$ cat src/rtl/conv_pkg.sv
`default_nettype none
// conv_pkg: shared widths, length limits and FSM encoding for the convolution engine.
// Rev 1.0
package conv_pkg;

  localparam int DEF_DATA_W   = 8;
  localparam int DEF_ACC_W    = 24;
  localparam int DEF_FILT_MAX = 16;
  localparam int DEF_IN_MAX   = 64;

  typedef enum logic [2:0] {
    S_IDLE  = 3'd0,
    S_CHECK = 3'd1,
    S_ISSUE = 3'd2,
    S_DRAIN = 3'd3,
    S_WRITE = 3'd4,
    S_DONE  = 3'd5
  } state_t;

  function automatic logic len_bad(input int l, input int n, input int fmax, input int imax);
    return (l == 0) || (l > fmax) || (n > imax) || (n < l);
  endfunction

endpackage
`default_nettype wire

$ cat src/rtl/conv_mac.sv
`default_nettype none
// conv_mac: signed multiply-accumulate with synchronous clear, wrapping accumulator.
// Rev 1.0
module conv_mac #(
  parameter int DATA_W = 8,
  parameter int ACC_W  = 24
) (
  input  logic                     clk,
  input  logic                     rst,
  input  logic                     i_clear,
  input  logic                     i_enable,
  input  logic signed [DATA_W-1:0] i_a,
  input  logic signed [DATA_W-1:0] i_b,
  output logic signed [ACC_W-1:0]  o_acc
);

  logic signed [2*DATA_W-1:0] w_prod;
  logic signed [ACC_W-1:0]    w_prod_ext;

  assign w_prod     = i_a * i_b;
  assign w_prod_ext = {{(ACC_W-2*DATA_W){w_prod[2*DATA_W-1]}}, w_prod};

  always_ff @(posedge clk or posedge rst) begin
    if (rst) begin
      o_acc <= '0;
    end else if (i_clear) begin
      o_acc <= '0;
    end else if (i_enable) begin
      o_acc <= o_acc + w_prod_ext;
    end
  end

endmodule
`default_nettype wire

$ cat src/rtl/conv_mac_engine.sv
`default_nettype none
// conv_mac_engine: sequential 1-D convolution, one MAC per cycle over external filter/input memories.
// Rev 1.0
module conv_mac_engine
  import conv_pkg::*;
#(
  parameter int DATA_W   = DEF_DATA_W,
  parameter int ACC_W    = DEF_ACC_W,
  parameter int FILT_MAX = DEF_FILT_MAX,
  parameter int IN_MAX   = DEF_IN_MAX,
  localparam int FA_W    = $clog2(FILT_MAX),
  localparam int IA_W    = $clog2(IN_MAX),
  localparam int FL_W    = FA_W + 1,
  localparam int IL_W    = IA_W + 1
) (
  input  logic                     clk,
  input  logic                     rst,
  input  logic                     start,
  input  logic [FL_W-1:0]          filter_len,
  input  logic [IL_W-1:0]          input_len,
  output logic [FA_W-1:0]          filt_addr,
  input  logic signed [DATA_W-1:0] filt_data,
  output logic [IA_W-1:0]          in_addr,
  input  logic signed [DATA_W-1:0] in_data,
  output logic                     out_we,
  output logic [IA_W-1:0]          out_addr,
  output logic signed [ACC_W-1:0]  out_data,
  output logic                     busy,
  output logic                     done,
  output logic                     err
);

  state_t                r_state;
  logic [FL_W-1:0]       r_len_l;
  logic [IL_W-1:0]       r_len_n;
  logic [IA_W-1:0]       r_j;
  logic [FA_W-1:0]       r_k;
  logic                  r_mac_en;
  logic                  r_err_hold;

  logic                  w_bad;
  logic                  w_last_k;
  logic                  w_last_j;
  logic                  w_clr;
  logic [FL_W-1:0]       w_k_end;
  logic [IL_W-1:0]       w_j_end;
  logic signed [ACC_W-1:0] w_acc;

  assign w_bad    = len_bad(int'(r_len_l), int'(r_len_n), FILT_MAX, IN_MAX);
  assign w_k_end  = r_len_l - 1'b1;
  assign w_j_end  = r_len_n - IL_W'(r_len_l);
  assign w_last_k = ({1'b0, r_k} == w_k_end);
  assign w_last_j = ({1'b0, r_j} == w_j_end);
  assign w_clr    = (r_state == S_CHECK) || (r_state == S_WRITE);

  assign filt_addr = r_k;
  assign in_addr   = r_j + IA_W'(r_k);
  assign busy      = (r_state != S_IDLE);

  // Memory data returns one cycle after the address, so the MAC runs one cycle behind ISSUE.
  conv_mac #(
    .DATA_W (DATA_W),
    .ACC_W  (ACC_W)
  ) u_mac (
    .clk      (clk),
    .rst      (rst),
    .i_clear  (w_clr),
    .i_enable (r_mac_en),
    .i_a      (in_data),
    .i_b      (filt_data),
    .o_acc    (w_acc)
  );

  always_ff @(posedge clk or posedge rst) begin
    if (rst) begin
      r_state    <= S_IDLE;
      r_len_l    <= '0;
      r_len_n    <= '0;
      r_j        <= '0;
      r_k        <= '0;
      r_mac_en   <= 1'b0;
      r_err_hold <= 1'b0;
      out_we     <= 1'b0;
      out_addr   <= '0;
      out_data   <= '0;
      done       <= 1'b0;
      err        <= 1'b0;
    end else begin
      out_we   <= 1'b0;
      done     <= 1'b0;
      err      <= 1'b0;
      r_mac_en <= (r_state == S_ISSUE);
      case (r_state)
        S_IDLE: begin
          if (start) begin
            r_len_l    <= filter_len;
            r_len_n    <= input_len;
            r_err_hold <= 1'b0;
            r_state    <= S_CHECK;
          end
        end
        S_CHECK: begin
          // Illegal lengths spend a second cycle in CHECK to flag the error before DONE.
          if (w_bad) begin
            if (r_err_hold) begin
              r_state <= S_DONE;
            end else begin
              r_err_hold <= 1'b1;
            end
          end else begin
            r_j     <= '0;
            r_k     <= '0;
            r_state <= S_ISSUE;
          end
        end
        S_ISSUE: begin
          if (w_last_k) begin
            r_state <= S_DRAIN;
          end else begin
            r_k <= r_k + 1'b1;
          end
        end
        S_DRAIN: begin
          r_state <= S_WRITE;
        end
        S_WRITE: begin
          out_we   <= 1'b1;
          out_addr <= r_j;
          out_data <= w_acc;
          if (w_last_j) begin
            r_state <= S_DONE;
          end else begin
            r_j     <= r_j + 1'b1;
            r_k     <= '0;
            r_state <= S_ISSUE;
          end
        end
        S_DONE: begin
          done       <= 1'b1;
          err        <= r_err_hold;
          r_err_hold <= 1'b0;
          r_state    <= S_IDLE;
        end
        default: begin
          r_state <= S_IDLE;
        end
      endcase
    end
  end

endmodule
`default_nettype wire

$ cat config.mk
export PLATFORM = sky130hd
export DESIGN_NAME = conv_mac_engine
export DESIGN_NICKNAME = d
export VERILOG_FILES = /design/src/rtl/conv_pkg.sv /design/src/rtl/conv_mac.sv /design/src/rtl/conv_mac_engine.sv
export SDC_FILE = /design/constraint.sdc
export NUM_CORES = 1
export LEC_CHECK = 0
export ABC_AREA = 1
export BUFFER_PORTS_ARGS = -buffer_cell sky130_fd_sc_hd__buf_2
export CAP_MARGIN = 20
export CORE_MARGIN = 2
export CORE_UTILIZATION = 57
export CTS_CLUSTER_SIZE = 30
export DETAILED_ROUTE_END_ITERATION = 10
export MAX_ROUTING_LAYER = met4
export PLACE_DENSITY_LB_ADDON = 0.05
export SYNTH_ARGS = -nofsm -noshare
export SYNTH_HDL_FRONTEND = slang
export SYNTH_SLANG_ARGS = --single-unit
export TNS_END_PERCENT = 50
$ cat constraint.sdc
create_clock -name clk -period 9.7 [get_ports clk]
set_clock_uncertainty 0.05 [all_clocks]
set_input_delay 0.485 -clock clk [delete_from_list [all_inputs] [get_ports clk]]
set_output_delay 0.485 -clock clk [all_outputs]
set_load 0.05 [all_outputs]
==> results of run 1 <==
## worst min-delay path by stage
stage / endpoint
after detailed placement: r_err_hold
final: out_addr[5]
after CTS: r_j[0]
after global routing: r_j[0]
after global placement: r_err_hold
after floorplan: r_err_hold
## sequential cells by signal, summed over array words and instances (netlist names)
name / count
r_state: 3
r_len_n: 7
done: 1
err: 1
r_err_hold: 1
r_len_l: 5
out_data: 24
u_mac.o_acc: 24
out_addr: 6
out_we: 1
r_mac_en: 1
filt_addr: 4
r_j: 6
## per-stage QoR
| stage | setup WS, ns | cell area (um2) |
|---|---|---|
| final | 4.48 | 9320 |
| after detailed placement | 4.14 | 9010 |
| after global routing | 4.09 | 9320 |
| after CTS | 4.47 | 9320 |
| after global placement | 4.12 | 9010 |
| after floorplan | 4.61 | 8510 |
## cell usage after synthesis (all sizes together)
cell	instances	share of area (%)
a21oi	33	2.0
xnor2	12	1.2
nand3	49	3.2
o21ai	66	3.9
inv	202	8.9
a211oi	1	0.088
xor2	11	1.2
a21boi	3	0.26
nand2	270	12
buf	5	0.38
nand4	12	0.88
nand2b	1	0.074
fa	106	25
nand3b	5	0.44
ha	66	9.7
a21o	4	0.35
clkbuf	23	1.0
dfrtp	84	25
clkinv	2	0.088
nor3	7	0.41
o22ai	7	0.96
nor2	56	2.8
or2	5	0.37
## cells by family (layout without fill, tap and decap cells)
| logic type | after synthesis | count (layout) |
|---|---|---|
| compound gates | 114 | 114 |
| xor+xnor | 23 | 23 |
| fa+ha+maj | 172 | 172 |
| buf+inv | 232 | 296 |
| flops | 84 | 84 |
| simple gates | 405 | 405 |
## layout make-up
| cell class | instances | share of cell area (%) |
|---|---|---|
| Timing Repair Buffer | 76 | 4.14 |
| Multi-Input combinational cell | 714 | 59.3 |
| Tap cell | 184 | 2.47 |
| Sequential cell | 84 | 22.6 |
| Clock buffer | 11 | 2.71 |
| Inverter | 204 | 8.23 |
| Clock inverter | 5 | 0.644 |
## routing by layer
layer	vias to the layer above	global-route usage [%]	wire length, um
met2	124	39.9	8550
li1	3279	-	-
met3	13	3.36	705
met5	-	-	0
met1	3152	38.9	9110
met4	0	3.62	148
## worst reg2reg max path, cell delays in order (launching register included)
cell     delay [ns]
dfrtp_1        0.32
inv_1          0.10
fa_1           0.55
inv_1          0.05
fa_1           0.46
ha_1           0.29
inv_1          0.06
fa_1           0.53
inv_1          0.04
ha_1           0.27
ha_1           0.26
inv_1          0.08
fa_1           0.39
inv_1          0.13
nand2_1        0.09
o21ai_0        0.38
a21o_1         0.26
nand3_1        0.14
nand3_1        0.11
nand2_1        0.06
o21ai_0        0.21
==> metrics.yaml, run 1 <==
grt_max_degree: 56
die_h_um: 126
cap_violations: 0
syn_inst: 1030
arrival_ns: 5.41
grt_pass1_wl_um: 32400
vias_per_cell: 5.14
synth_compound_area_share_pct: 7.53
drc_errors: 0
finalCritPeriodShare_pct: 53.8
yosys_warnings: 0
vias: 6568
antenna_cells: 0
worst_skew_pair.late_latency_ns: 0.34
cts.sinks: 84
cp-end-kind: "flip-flop"
cts_max_level: 3
drt.antenna.violating_nets: 0
io_pins: 75
finish.utilization_pct: 64.1
synthAdderAreaFrac_pct: 34.6
critPathKind: "input pin to flip-flop"
worst_pin_slew_ns: 1.00
cts.path.max_buffers: 2
die_area_um2: 15900
first_global_vias: 6444
critPathBufInv: 4
critPathMaxStageDelay_ns: 0.58
fp-row-count: 44
cts_setup_buffers: 0
gp_congestion: 0.921
grt_overflow_total: 0
worstReg2RegStart: "u_mac.o_acc[4]"
path_cells: "buf_2 -> clkinv_1 -> or2_2 -> fa_1 -> fa_1 -> inv_1 -> fa_1 -> fa_1 -> fa_1 -> ha_1 -> inv_1 -> o21ai_0 -> a21o_1 -> nand3_1 -> nand3_1 -> nand2_1 -> o21ai_0"
avgSynthCellArea_um2: 8.26
setup_viol: 0
cts_tree: "done"
maxSlewViolCount: 0
fp.dieW_um: 126
crit_top_cell: "fa_1"
synth-simple-area-share_pct: 20.3
cp_slowest_cell: "fa_1"
final_cell_mix: "nand2_1 (268), inv_1 (197), fa_1 (106), dfrtp_1 (84), buf_2 (74)"
fin_setup_tns_ns: 0
placed_cells: 1262
multi_input_area_um2: 5520
finalHoldViolCount: 0
antenna_found_initial: 0
firstDrtPassIters: 5
core_area_um2: 14500
r2r_end: "u_mac.o_acc[20]"
yosysSeqAreaShare_pct: 24.7
worst-path-stages: 17
rsz0062_at_grt: "false"
synth_top_family_by_area: "adder cells"
required_ns: 9.89
cts_resized: 0
clkTransAtPathRegs_ns: 0.06
layout.nets: 1292
dp_hpwl_um: 15300
relSlewSlack_pct: 33.2
syn_area_um2: 8510
syn2layout_area_growth_pct: 9.51
clockRootBuffer: "clkbuf_16"
hold_path.class: "input pin to asynchronous set/reset pin"
startpoint: "filt_data[7]"
rrSetupSlack_ns: 4.79
worst_setup_path_start_kind: "input pin"
max_freq_mhz: 191
fillers: 1340
cp_top_family: "adder cells"
synth_xor_area_share_pct: 2.46
start_util_pct: 58.5
grt.total_usage_pct: 26.1
syn_nets: 1233
layout_commonest_cell: "nand2_1"
io_buffers: 74
fin_cells: 1278
wl_um: 18500
muxShareOfSynthArea_pct: 0
routedWlPerCell_um: 14.5
endpoint: "u_mac.o_acc[20]"
hold_ws_ns: 0.117
synth_cell_types: 39
worst-r2r-cell-count: 20
cts-buffers-inserted: 9
ys_ff_latch: 84
cts_hold_buf: 0
outcome: "complete, no violations"
drive_gt1_share_pct: 10.9
drtIter0Drc: 413
fin_crit_ns: 5.22
path_max_fanout: 9
final-seq-area_um2: 2100
Power of run 1 is left out: the tool's default activity adds up to more than one toggle a clock period on the data nets, which glitch-free logic cannot reach.
==> inputs of run 2 (changes only) <==
ABC_AREA = 0   (was 1)
clock period = 4.9 ns   (was 9.7 ns; I/O delays follow)
==> metrics.yaml, run 2 <==
antenna_cells: 0  # unchanged
reg_top3: "out_data x24, u_mac.o_acc x24, r_len_n x7"  # unchanged
cp-end-kind: "flip-flop"  # unchanged
yosysSeqAreaShare_pct: 25.8  # was 24.7%
hold_path.class: "input pin to flip-flop"  # was input pin to asynchronous set/reset pin
syn2layout_area_growth_pct: 19.3  # was 9.51%
synth.largest_area_cell: "fa_1"  # unchanged
fin_crit_ns: 4.85
critPathKind: "flip-flop to flip-flop"  # was input pin to flip-flop
grt.total_usage_pct: 26.8  # was 26.1%
fp.dieW_um: 124  # was 126 um
io_pins: 75  # unchanged
grt_pass1_wl_um: 31100  # was 32400 um
grtUsageMet3_pct: 2.93  # was 3.36%
die_area_um2: 15300  # was 15900 um2
grt_max_degree: 85  # was 56
io_buffers: 74  # unchanged
routedWlPerCell_um: 15.8  # was 14.5 um
start_util_pct: 58.6  # was 58.5%
cts.path.max_buffers: 2  # unchanged
cts_max_level: 3  # unchanged
clkTransAtPathRegs_ns: 0.07  # was 0.06 ns
syn_area_um2: 8160  # was 8510 um2
synthFlopType: "dfrtp_1"  # unchanged
gp_congestion: 0.872  # was 0.921
cp_top_family: "adder cells"  # unchanged
first_global_vias: 6555  # was 6444
grt_overflow_total: 0  # unchanged
path_max_fanout: 4  # was 9
syn_inst: 838  # was 1030
layout_commonest_cell: "nand2_1"  # unchanged
dp_hpwl_um: 15000  # was 15300 um
netlist_top_cells_count: "nand2_1 (130), inv_1 (123), fa_1 (106)"  # was nand2_1 (268), inv_1 (198), fa_1 (106)
die_h_um: 124  # was 126 um
cts-buffers-inserted: 9  # unchanged
grtUsageMet2_pct: 46.2  # was 39.9%
critPathBufInv: 5  # was 4
setup_viol: 0  # unchanged
required_ns: 5.07  # was 9.89 ns
firstDrtPassIters: 4  # was 5
finalCritPeriodShare_pct: 99.1
synth.most_common_cell: "nand2_1"  # unchanged
hold_ws_ns: 0.0664  # was 0.117 ns
final_cell_mix: "nand2_1 (130), inv_1 (115), fa_1 (104), dfrtp_1 (84), buf_2 (74)"  # was nand2_1 (268), inv_1 (197), fa_1 (106), dfrtp_1 (84), buf_2 (74)
drive_gt1_share_pct: 21.6  # was 10.9%
antenna_found_initial: 0  # unchanged
finalHoldViolCount: 0  # unchanged
relSlewSlack_pct: 44.5  # was 33.2%
synth_enable_flop_cells: 0  # unchanged
async_flop_share_pct: 100  # unchanged
worst-r2r-cell-count: 18  # was 20
layout.nets: 1183  # was 1292
crit_top_cell: "fa_1"  # unchanged
max_freq_mhz: 206
drt.antenna.violating_nets: 0  # unchanged
synth_cell_types: 58  # was 39
yosys_warnings: 0  # unchanged
vias: 6159  # was 6568
core_area_um2: 13900  # was 14500 um2
syn_nets: 1041  # was 1233
cts.sinks: 84  # unchanged
rsz0062_at_grt: "true"  # was false
cap_violations: 0  # unchanged
drc_errors: 0  # unchanged
avgSynthCellArea_um2: 9.74  # was 8.26 um2
grt.met1_usage_pct: 35.2  # was 38.9%
worst_pin_slew_ns: 0.827  # was 1.00 ns
vias_per_cell: 5.29  # was 5.14
clockRootBuffer: "clkbuf_16"  # unchanged
path_cells: "inv_2 -> fa_1 -> inv_2 -> fa_1 -> inv_2 -> fa_1 -> inv_1 -> fa_2 -> fa_1 -> ha_4 -> and3_4 -> a2111oi_4 -> buf_4 -> o31ai_4 -> a21oi_2 -> o211ai_1 -> nor2b_4 -> mux2_4"  # was buf_2 -> clkinv_1 -> or2_2 -> fa_1 -> fa_1 -> inv_1 -> fa_1 -> fa_1 -> fa_1 -> ha_1 -> inv_1 -> o21ai_0 -> a21o_1 -> nand3_1 -> nand3_1 -> nand2_1 -> o21ai_0
ys_ff_latch: 84  # unchanged
top_usage_layer: "met2"  # unchanged
worst_skew_pair.late_latency_ns: 0.33  # was 0.34 ns
critPathMaxStageDelay_ns: 0.56  # was 0.58 ns
cp_slowest_cell: "fa_1"  # unchanged
fp-row-count: 43  # was 44
arrival_ns: 5.02  # was 5.41 ns
worst_setup_path_start_kind: "flip-flop"  # was input pin
drtIter0Drc: 258  # was 413
cts_tree: "done"  # unchanged
outcome: "complete, no violations"  # unchanged
whs_path_depth: 3
maxSlewViolCount: 0  # unchanged
worst-path-stages: 18  # was 17
wl_um: 18400  # was 18500 um
synth_top_area_share_pct: 26.0  # was 24.9%
synth_area_leaders: "fa_1 (26%), dfrtp_1 (26%), ha_1 (10%), nand2_1 (6.0%), inv_1 (5.7%)"  # was fa_1 (25%), dfrtp_1 (25%), nand2_1 (12%), ha_1 (9.7%), inv_1 (8.7%)
-- run 2: cell types whose count changed after synthesis, moves of 7 or more --
cell | previous run | this run
and2_1 | 0 | 38
mux2_2 | 0 | 7
mux2i_1 | 0 | 16
nand4_1 | 12 | 3
a21oi_1 | 32 | 23
o21a_1 | 0 | 8
inv_1 | 198 | 123
nand2b_1 | 1 | 10
nand3_1 | 46 | 6
nand2_1 | 268 | 130
o21ai_0 | 62 | 28
xnor2_1 | 12 | 29
nor2_1 | 50 | 42
-- run 2: per-stage QoR --
stage	cells	util (%)	setup TNS (ns)	area [um2]	setup WS [ns]
global route	1165	69.9	-0.460	9740	-0.134
CTS	1159	68.6	-0.0699	9560	-0.0351
finish	1165	69.9	0	9740	0.0464
floorplan	838	-	0	8190	0.0123
detailed placement	1142	66.3	-1.13	9240	-0.256
global placement	1142	66.3	-0.853	9240	-0.262
-- run 2: kinds of logic (layout without fill, tap and decap cells) --
logic type,count (synthesis),after routing,share of synthesized area [%]
buffers and inverters,142,289,6.53
muxes,24,24,3.11
xor gates and xnor gates,41,41,4.40
AOI/OAI and AO/OA,114,114,9.35
DFF,84,84,25.8
and+or+nand+nor,261,261,14.7
adders and majority gates,172,172,36.1
-- run 2: cell type report --
cell class,instances,area (um2)
tap,180,225
fill,1116,4200
clock buffer,10,239
clock inverter,6,46.3
sequential,84,2100
inverter,125,470
multi-input combinational,612,5690
timing repair buffer,148,961
-- run 2: final timing paths --
path / startpoint / endpoint / slack, ns
setup / recovery: u_mac.o_acc[6] / u_mac.o_acc[21] / 0.05
hold reg to reg: out_data[2] / out_data[2] / 0.43
setup reg to reg: u_mac.o_acc[6] / u_mac.o_acc[21] / 0.05
min in group asynchronous: rst / out_addr[4] / 0.40
max in group asynchronous: rst / out_we / 3.80
hold / removal: filter_len[1] / r_len_l[1] / 0.07
-- run 2: worst min-delay path, delay by kind of cell --
kind	cells	cell delay [ns]
AOI/OAI and AO/OA	1	0.06
buffers and inverters	1	0.07
and+or+nand+nor	1	0.04
-- run 2: layer usage --
metal  vias up  share of wire (%)  wire length, um
met1      3049                 44             8050
met4         0                1.2              212
met3        19                3.0              544
met5         -                  0                0
li1       2977                  -                -
met2       114                 52             9550
-- run 2: repair_timing --
action                                  4_1_cts  5_1_grt
hold endpoints to repair                      0       13
hold buffers                                  0        1
pin swaps                                     3       25
setup buffers                                 1        3
gates resized for setup                       7       28
endpoints found under the setup margin        6       11
Power of run 2 is left out for the same reason.
==> inputs of run 3 (changes only) <==
--- a/config.mk
+++ b/config.mk
@@ -7,5 +7,4 @@
 export LEC_CHECK = 0
 export ABC_AREA = 0
-export BUFFER_PORTS_ARGS = -buffer_cell sky130_fd_sc_hd__buf_2
 export CAP_MARGIN = 20
 export CORE_MARGIN = 2
@@ -13,4 +12,5 @@
 export CTS_CLUSTER_SIZE = 30
 export DETAILED_ROUTE_END_ITERATION = 10
+export DONT_BUFFER_PORTS = 1
 export MAX_ROUTING_LAYER = met4
 export PLACE_DENSITY_LB_ADDON = 0.05
==> constraint.sdc (replaced) <==
create_clock -name clk -period 5.37 [get_ports clk]
set_clock_uncertainty 0.05 [all_clocks]
set_input_delay 0 -clock clk [delete_from_list [all_inputs] [get_ports clk]]
set_output_delay 0 -clock clk [all_outputs]
set_load 0.05 [all_outputs]
==> metrics.yaml, run 3 (synthesis results as in run 2) <==
grt.total_usage_pct: 25.9  # was 26.8%
required_ns: 5.54  # was 5.07 ns
p_leak_nw: 4.47
path_max_fanout: 5  # was 4
fin_setup_tns_ns: 0  # unchanged
syn2layout_area_growth_pct: 8.77  # was 19.3%
maxSlewViolCount: 0  # unchanged
grt_pass1_wl_um: 29900  # was 31100 um
multi_input_area_um2: 5530  # was 5690 um2
placed_area_um2: 8380  # was 9240 um2
finalHoldViolCount: 0  # unchanged
placed_cells: 1008  # was 1142
fin_cells: 1041  # was 1165
fillers: 1178  # was 1116
antenna_found_initial: 0  # unchanged
relSlewSlack_pct: 23.8  # was 44.5%
setup_viol: 0  # unchanged
cts.path.max_buffers: 2  # unchanged
drt.antenna.violating_nets: 0  # unchanged
core_area_um2: 13900  # unchanged
drtIter0Drc: 229  # was 258
cts_hold_buf: 14  # was 0
firstDrtPassIters: 4  # unchanged
sequentialPowerShare_pct: 20.8
worst_setup_path_start_kind: "flip-flop"  # unchanged
final-seq-area_um2: 2100  # unchanged
critPathBufInv: 4  # was 5
grt_max_degree: 85  # unchanged
routedWlPerCell_um: 16.7  # was 15.8 um
wl_um: 17400  # was 18400 um
clkTransAtPathRegs_ns: 0.07  # about the same
p_int_mw: 3.00
final_cell_mix: "nand2_1 (130), inv_1 (122), fa_1 (106), dfrtp_1 (84), ha_1 (66)"  # was nand2_1 (130), inv_1 (115), fa_1 (104), dfrtp_1 (84), buf_2 (74)
vias: 5766  # was 6159
drc_errors: 0  # unchanged
gp_congestion: 0.858  # was 0.872
layout.nets: 1059  # was 1183
worst_pin_slew_ns: 1.13  # was 0.827 ns
power_frac_clock_pct: 10.4
irDropWorstVdd_mv: 0.421
cts_max_level: 3  # unchanged
outcome: "complete, no violations"  # unchanged
worst_skew_pair.late_latency_ns: 0.33  # about the same
rsz0062_at_grt: "false"  # was true
clockRootBuffer: "clkbuf_16"  # unchanged
cts-buffers-inserted: 9  # unchanged
hold_ws_ns: 0.0694  # was 0.0664 ns
cts_setup_buffers: 0  # was 1
critPathMaxStageDelay_ns: 0.54  # was 0.56 ns
io_buffers: 0  # was 74
io_pins: 75  # unchanged
fp-row-count: 43  # unchanged
p_switching_mw: 3.13
max_freq_mhz: 194  # was 206 MHz
finalCritPeriodShare_pct: 96.1  # was 99.1%
grt_overflow_total: 0  # unchanged
cts.sinks: 84  # unchanged
cts_tree: "done"  # unchanged
vias_per_cell: 5.54  # was 5.29
arrival_ns: 5.33  # was 5.02 ns
hold_path.class: "input pin to asynchronous set/reset pin"  # was input pin to flip-flop
antenna_cells: 0  # unchanged
cp_top_family: "adder cells"  # unchanged
cp_slowest_cell: "fa_1"  # unchanged
layout_commonest_cell: "nand2_1"  # unchanged
die_area_um2: 15300  # unchanged
dp_hpwl_um: 14000  # was 15000 um
swShare_pct: 51.1
reg_top3: "out_data x24, u_mac.o_acc x24, r_len_n x7"  # unchanged
critPathKind: "flip-flop to flip-flop"  # unchanged
crit_top_cell: "fa_1"  # unchanged
p_total_mw: 6.12
power.density_nw_per_um2: 690
drive_gt1_share_pct: 4.99  # was 21.6%
first_global_vias: 6198  # was 6555
start_util_pct: 58.6  # unchanged
cts_resized: 0  # was 7
cp-end-kind: "flip-flop"  # unchanged
fin_crit_ns: 5.16  # was 4.85 ns
combPwrFrac_pct: 68.8
fp.dieW_um: 124  # unchanged
path_cells: "inv_1 -> fa_1 -> inv_1 -> fa_1 -> inv_1 -> fa_1 -> inv_1 -> fa_1 -> fa_1 -> ha_1 -> and3_4 -> a2111oi_4 -> o31ai_2 -> a21oi_2 -> o211ai_1 -> nor2b_1 -> mux2_4"  # was inv_2 -> fa_1 -> inv_2 -> fa_1 -> inv_2 -> fa_1 -> inv_1 -> fa_2 -> fa_1 -> ha_4 -> and3_4 -> a2111oi_4 -> buf_4 -> o31ai_4 -> a21oi_2 -> o211ai_1 -> nor2b_4 -> mux2_4
die_h_um: 124  # unchanged
cap_violations: 0  # unchanged
post-route-cell-area_um2: 8880  # was 9740 um2
run 3: cell types whose count changed in the layout (fill, tap and decap cells not counted), moves of 3 or more:
cell,before,now
a21oi_2,4,1
buf_2,74,0
a21oi_1,20,23
nor2_2,3,0
inv_1,115,122
ha_4,4,0
dlygate4sd3_1,1,15
buf_4,71,7
and2_4,3,0
ha_1,61,66
inv_2,7,0
nor2_1,38,42
run 3: cell type report:
class | instances | area share, %
sequential | 84 | 23.7
clock buffer | 9 | 2.54
multi-input combinational | 612 | 62.3
clock inverter | 7 | 0.930
tap | 180 | 2.54
inverter | 125 | 5.30
timing repair buffer | 24 | 2.75
run 3: final timing paths:
path	slack (ns)	cells past startpoint	to	from
min in group clk	0.07	4	u_mac.o_acc[0]	filt_data[0]
max in group asynchronous	4.60	4	out_addr[0]	rst
hold / removal	0.07	3	out_data[23]	rst
setup / recovery	0.21	17	u_mac.o_acc[21]	u_mac.o_acc[6]
hold reg to reg	0.47	2	u_mac.o_acc[6]	u_mac.o_acc[6]
setup reg to reg	0.21	17	u_mac.o_acc[21]	u_mac.o_acc[6]
run 3: routing by layer:
layer / wire length, um / global-route usage, % / vias up
li1: - / - / 2726
met1: 7580 / 33.2 / 2887
met2: 8690 / 43.1 / 125
met3: 804 / 3.71 / 28
met4: 319 / 7.74 / 0
met5: 0 / - / -
run 3: through the flow:
stage | worst slack (ns) | util [%]
6_report | 0.210 | 63.7
5_1_grt | 0.00522 | 63.7
4_1_cts | 0.197 | 63.3
3_5_place_dp | 0.203 | 60.1
3_3_place_gp | 0.321 | 60.1
2_1_floorplan | 0.0712 | -
run 3: worst min-delay path, stage by stage:
cell and delay, ns:
dlygate4sd3_1 0.55, clkinv_2 0.05, buf_4 0.22
run 3: power by group through the flow:
| stage | Sequential (mW) | Clock, mW | Combinational, mW |
|---|---|---|---|
| finish | 1.27 | 0.638 | 4.21 |
| global route | 1.30 | 0.674 | 4.84 |
| CTS | 1.28 | 0.648 | 4.22 |
| detailed placement | 1.29 | 0 | 4.17 |
| global placement | 1.28 | 0 | 4.06 |
| floorplan | 1.20 | 0 | 3.36 |
Note: power is estimated with default switching activity, not from simulation.
